[config.mk]
export PLATFORM = sky130hd
export DESIGN_NAME = gem_tx_link_ctrl
export DESIGN_NICKNAME = d
export VERILOG_FILES = /design/src/rtl/gem_tx_link_ctrl.sv
export SDC_FILE = /design/constraint.sdc
export NUM_CORES = 1
export LEC_CHECK = 0
export BUFFER_PORTS_ARGS = -buffer_cell sky130_fd_sc_hd__buf_2
export CAP_MARGIN = 20
export CORE_MARGIN = 2
export CORE_UTILIZATION = 57
export CTS_CLUSTER_SIZE = 24
export DETAILED_ROUTE_END_ITERATION = 8
export PLACE_DENSITY = 0.85
export SLEW_MARGIN = 15
export SYNTH_ARGS = -nofsm -noshare
export SYNTH_HDL_FRONTEND = slang
export SYNTH_SLANG_ARGS = --single-unit
[constraint.sdc]
create_clock -name TRG_CLK80 -period 6.15 [get_ports TRG_CLK80]
set_clock_uncertainty 0.15 [all_clocks]
set_input_delay 0.3075 -clock TRG_CLK80 [delete_from_list [all_inputs] [get_ports TRG_CLK80]]
set_output_delay 0.3075 -clock TRG_CLK80 [all_outputs]
set_load 0.01 [all_outputs]
[src/rtl/gem_tx_link_ctrl.sv]
// rtl/gem_tx_link_ctrl.sv - GEM trigger-fiber TX link bring-up sequencer; GEM_TX_UPTIME_EN builds the UPTIME counter
module gem_tx_link_ctrl #(
    parameter int COMMA_CYCLES = 256,
    parameter int PRBS_CYCLES  = 4096,
    parameter int LOCK_FILTER  = 8
) (
    input  logic        TRG_CLK80,
    input  logic        TRG_TXRESETDONE,
    input  logic        TRG_TX_PLL_LOCK,
    input  logic        TX_SYNC_DONE,
    input  logic        TX_SEL,
    input  logic        FORCE_PRBS,
    input  logic        REQ_RESYNC,
    output logic        TRG_RST,
    output logic        ENA_TEST_PAT,
    output logic        LINK_UP,
    output logic [1:0]  LINK_STATE,
    output logic [7:0]  LOL_CNT,
    output logic [31:0] UPTIME
);

    localparam int CNT_MAX = (COMMA_CYCLES > PRBS_CYCLES) ? COMMA_CYCLES : PRBS_CYCLES;
    localparam int CNT_W   = $clog2(CNT_MAX + 1);
    localparam int FLT_W   = $clog2(LOCK_FILTER + 1);

    localparam logic [CNT_W-1:0] COMMA_LAST = CNT_W'(COMMA_CYCLES - 1);
    localparam logic [CNT_W-1:0] PRBS_LAST  = CNT_W'((PRBS_CYCLES > 0) ? PRBS_CYCLES - 1 : 0);
    localparam logic [CNT_W-1:0] PRBS_FULL  = CNT_W'(PRBS_CYCLES);
    localparam logic [FLT_W-1:0] FLT_LAST   = FLT_W'(LOCK_FILTER - 1);

    typedef enum logic [1:0] {
        ST_WAIT_SYNC = 2'd0,
        ST_COMMA     = 2'd1,
        ST_PRBS      = 2'd2,
        ST_DATA      = 2'd3
    } state_t;

    state_t           state_q, state_d;
    logic [CNT_W-1:0] cyc_q, cyc_d;
    logic [FLT_W-1:0] flt_q, flt_d;
    logic [7:0]       lol_q, lol_d;
    logic             trg_rst_q, trg_rst_d;
    logic             ena_q, ena_d;
    logic             link_up_q, link_up_d;
    logic             lock_meta_q, lock_sync_q;
    logic             lock_ok;
    logic             prbs_expired;

    assign lock_ok      = lock_sync_q & TX_SYNC_DONE;
    assign prbs_expired = (cyc_q == PRBS_LAST) || (cyc_q == PRBS_FULL);

    always_comb begin
        state_d = state_q;
        cyc_d   = cyc_q;
        flt_d   = flt_q;
        lol_d   = lol_q;
        case (state_q)
            ST_WAIT_SYNC: begin
                if (!lock_ok) begin
                    flt_d = '0;
                end else if (flt_q == FLT_LAST) begin
                    state_d = ST_COMMA;
                    flt_d   = '0;
                    cyc_d   = '0;
                end else begin
                    flt_d = flt_q + 1'b1;
                end
            end
            ST_COMMA: begin
                if (cyc_q == COMMA_LAST) begin
                    state_d = (PRBS_CYCLES == 0) ? ST_DATA : ST_PRBS;
                    cyc_d   = '0;
                end else begin
                    cyc_d = cyc_q + 1'b1;
                end
            end
            ST_PRBS: begin
                // Hand over only on a frame boundary so no frame mixes PRBS and data.
                if (REQ_RESYNC) begin
                    state_d = ST_COMMA;
                    cyc_d   = '0;
                end else if (prbs_expired && !TX_SEL) begin
                    state_d = ST_DATA;
                    cyc_d   = '0;
                end else if (cyc_q != PRBS_FULL) begin
                    cyc_d = cyc_q + 1'b1;
                end
            end
            default: begin
                if (REQ_RESYNC) begin
                    state_d = ST_COMMA;
                    cyc_d   = '0;
                end
            end
        endcase
        if (state_q != ST_WAIT_SYNC && !lock_ok) begin
            state_d = ST_WAIT_SYNC;
            cyc_d   = '0;
            flt_d   = '0;
            if (lol_q != 8'hFF) begin
                lol_d = lol_q + 8'd1;
            end
        end
    end

    always_comb begin
        trg_rst_d = (state_d == ST_WAIT_SYNC) || (state_d == ST_COMMA);
        link_up_d = (state_d == ST_DATA);
        ena_d     = 1'b0;
        if (state_d == ST_PRBS) begin
            ena_d = 1'b1;
        end else if (state_d == ST_DATA) begin
            if (!TX_SEL) begin
                ena_d = FORCE_PRBS;
            end else if (state_q == ST_DATA) begin
                ena_d = ena_q;
            end
        end
    end

    always_ff @(posedge TRG_CLK80 or negedge TRG_TXRESETDONE) begin
        if (!TRG_TXRESETDONE) begin
            state_q     <= ST_WAIT_SYNC;
            cyc_q       <= '0;
            flt_q       <= '0;
            lol_q       <= '0;
            trg_rst_q   <= 1'b1;
            ena_q       <= 1'b0;
            link_up_q   <= 1'b0;
            lock_meta_q <= 1'b0;
            lock_sync_q <= 1'b0;
        end else begin
            state_q     <= state_d;
            cyc_q       <= cyc_d;
            flt_q       <= flt_d;
            lol_q       <= lol_d;
            trg_rst_q   <= trg_rst_d;
            ena_q       <= ena_d;
            link_up_q   <= link_up_d;
            lock_meta_q <= TRG_TX_PLL_LOCK;
            lock_sync_q <= lock_meta_q;
        end
    end

    assign TRG_RST      = trg_rst_q;
    assign ENA_TEST_PAT = ena_q;
    assign LINK_UP      = link_up_q;
    assign LINK_STATE   = state_q;
    assign LOL_CNT      = lol_q;

`ifdef GEM_TX_UPTIME_EN
    logic [31:0] uptime_q, uptime_d;

    always_comb begin
        uptime_d = 32'd0;
        if (state_d == ST_DATA && state_q == ST_DATA) begin
            uptime_d = (uptime_q == 32'hFFFF_FFFF) ? uptime_q : uptime_q + 32'd1;
        end
    end

    always_ff @(posedge TRG_CLK80 or negedge TRG_TXRESETDONE) begin
        if (!TRG_TXRESETDONE) begin
            uptime_q <= 32'd0;
        end else begin
            uptime_q <= uptime_d;
        end
    end

    assign UPTIME = uptime_q;
`else
    assign UPTIME = 32'd0;
`endif

endmodule

==> impl_metrics.json <==
{
  "clockRootBuffer": "clkbuf_4",
  "area_growth_pct": 5.52,
  "placed_cell_area_sq_um": 2060,
  "pin_count": 52,
  "p_leak_nw": 1.06,
  "slowest_stage": "nor2_1",
  "cts_buffer_depth": 2,
  "portBuffers": 19,
  "fin_crit_ns": 2.83,
  "synth_edf_count": 0,
  "crit_path_max_fanout": 12,
  "worstPathCellList": "inv_1, ha_1, a21o_1, nand3_1, a311oi_1, nor2_1, nor2_2, mux2_1",
  "sw_frac_of_total_pct": 22.3,
  "clkPwrFrac_pct": 39.7,
  "dr.pass1.iters": 4,
  "ant_nets": 0,
  "synth_top_area_share_pct": 38.0,
  "synth_cell_types": 45,
  "internal-power_uw": 301,
  "fmax_mhz": 354,
  "peakVddDrop_mv": 0.139,
  "relSlewSlack_pct": 49.7,
  "antenna_cells": 0,
  "netlist_instances": 222,
  "worst_setup_path_start_kind": "flip-flop",
  "cts_setup_buffers": 0,
  "die-area_sq_um": 4070,
  "synth_flop_cell": "dfrtp_1",
  "critPathKind": "flip-flop to flip-flop",
  "fp.dieW_um": 63.8,
  "crit_path_end_kind": "flip-flop",
  "setup_violations": 0,
  "hold_path_class": "input pin to flip-flop",
  "hold_violations": 0,
  "rsz0062_at_grt": "false",
  "routed_wirelength_um": 3650,
  "yosysTopAreaCell": "dfrtp_1",
  "cts_buffers": 5,
  "gp_congestion": 0.898,
  "cts_tree": "yes",
  "cts.htree.levels": 2,
  "drc": 0,
  "drv_slew": 0,
  "grt_max_degree": 33,
  "cts.sinks": 32,
  "status": "finished clean",
  "die-height_um": 63.8,
  "yosysWarnings": 0,
  "combinationalPowerShare_pct": 5.2,
  "vias_per_cell": 5.35,
  "grt_usage_pct": 19.3,
  "worst_pin_slew_ns": 0.752,
  "antenna_found_initial": 0,
  "clock_latency_ns": 0.34,
  "drive_gt1_share_pct": 14.2,
  "async_reset_ff_share_pct": 100,
  "maxCapViolCount": 0,
  "layout.nets": 262,
  "start_util_pct": 60.2,
  "powerDensity_nw_per_um2": 180,
  "grt_pass1_vias": 1336,
  "drt_iter0_drc": 56,
  "rows": 21,
  "overflow": 0,
  "grt_pass1_wl_um": 6080,
  "worst_ep_arrival_time_ns": 2.89,
  "seqPwrFrac_pct": 55.0,
  "hpwlAfterDp_um": 2740,
  "fin_util_pct": 63.5,
  "setup_tns_ns": 0,
  "clk_pin_slew_ns": 0.10,
  "syn_area_sq_um": 2040,
  "ys_ff_latch": 32,
  "syn_avg_cell_area_sq_um": 9.19,
  "p_sw_uw": 86.3,
  "total_power_uw": 387,
  "fin_crit_sh_pct": 46.0,
  "required_ns": 6.22,
  "max_stage_delay_ns": 0.61,
  "yosys-top-cells-area": "dfrtp_1 (38%), buf_4 (12%), ha_1 (5.5%)",
  "routedWlPerCell_um": 12.5,
  "synth-seq-area-share_pct": 39.3,
  "coreArea_sq_um": 3390,
  "num_vias": 1567,
  "finalInstanceArea_sq_um": 2150
}
-- cell type report --
class	instances	area, sq um
clock buffers	6	41.3
multi-input cells	179	1080
well taps	46	57.6
flip-flops and latches	32	802
inverters	7	26.3
fillers	311	1240
clock inverters	2	35.0
repair buffers	21	115
-- power groups by stage --
stage	logic [mW]	registers [mW]	clock network (mW)
final	0.0203	0.213	0.154
after global routing	0.0231	0.213	0.167
after CTS	0.0201	0.213	0.158
after detailed placement	0.0192	0.217	0
after global placement	0.0192	0.217	0
after floorplan	0.0267	0.217	0
-- flip-flops by register name (all words and copies together), names as in the netlist --
signal / cells
ENA_TEST_PAT: 1
LINK_STATE: 2
LINK_UP: 1
LOL_CNT: 8
TRG_RST: 1
cyc_q: 13
flt_q: 4
lock_meta_q: 1
lock_sync_q: 1
-- through the flow --
stage | hold WS, ns | worst slack (ns) | instances
final | 0.168 | 3.32 | 293
after global routing | 0.189 | 3.07 | 293
after CTS | 0.164 | 3.36 | 293
after detailed placement | 0.197 | 3.40 | 283
after global placement | 0.182 | 3.47 | 283
after floorplan | -0.138 | 3.82 | 253
-- layout by cell type (no fill, tap or decap), drive strengths merged, types with 2 or more instances in the layout --
| cell | n |
|---|---|
| a21oi | 6 |
| conb | 32 |
| nor4 | 2 |
| nand3 | 9 |
| and3 | 6 |
| mux2i | 2 |
| clkbuf | 6 |
| xnor2 | 4 |
| nor2b | 7 |
| o21ai | 15 |
| o211ai | 2 |
| buf | 19 |
| dfrtp | 31 |
| nand2 | 15 |
| a22o | 9 |
| nor2 | 22 |
| or4 | 2 |
| nand3b | 3 |
| o22ai | 2 |
| nor3 | 7 |
| xor2 | 4 |
| mux2 | 2 |
| ha | 9 |
| dlygate4sd3 | 2 |
| nand4 | 5 |
| inv | 7 |
-- cell families after synthesis --
kind of cell,count (synthesis),synth area share (%)
muxes,4,2.08
DFF,32,39.3
xor gates and xnor gates,8,3.43
other,1,0.184
adders and majority gates,9,5.52
and+or+nand+nor,85,22.0
buffers and inverters,42,13.7
AOI/OAI and AO/OA,41,13.8
-- path summary, 6_finish.rpt --
check,start,endpoint,slack (ns),cells past startpoint
worst max-delay path,LINK_STATE[0],cyc_q[0],3.32,8
worst min-delay path,FORCE_PRBS,ENA_TEST_PAT,0.17,4
worst max register to register,LINK_STATE[0],cyc_q[0],3.32,8
worst min register to register,lock_meta_q,lock_sync_q,0.21,0
max in group asynchronous,TRG_TXRESETDONE,cyc_q[1],5.00,2
min in group asynchronous,TRG_TXRESETDONE,LOL_CNT[5],0.40,2
-- worst max-delay path, delay by kind of cell, from the launching register on --
family	cells	cell delay, ns
multiplexers	1	0.36
buffers and inverters	1	0.12
adder cells (fa/ha/maj)	1	0.34
AND/OR/NAND/NOR	3	0.93
AO/OA/AOI/OAI	2	0.32
flip-flops	1	0.48
-- cell usage after synthesis, types with 2 or more instances --
master and n:
buf_4 32, dfrtp_1 31, nor2_1 21, nand2_1 15, o21ai_0 11, a22o_1 9, ha_1 9, nand3_1 9
inv_1 7, nor2b_1 7, nor3_1 7, a21oi_1 6, and3_1 6, nand4_1 5, o21ai_1 4, xnor2_1 4
xor2_1 4, nand3b_1 3, clkbuf_1 2, mux2i_1 2, nor4_1 2, o211ai_2 2, o22ai_1 2
-- layer usage --
layer / share of wire [%] / wire, um / GRT usage (%)
met5: 0 / 0 / 0
met4: 1.7 / 61 / 8.97
met3: 6.2 / 225 / 4.40
met2: 47 / 1700 / 29.8
met1: 45 / 1660 / 25.9
-- repair_timing --
item | in CTS | in global routing
gates resized for setup | 0 | 0
hold endpoints to repair | 32 | 0
hold buffers | 2 | 0
(Power assumes the default switching activity.)
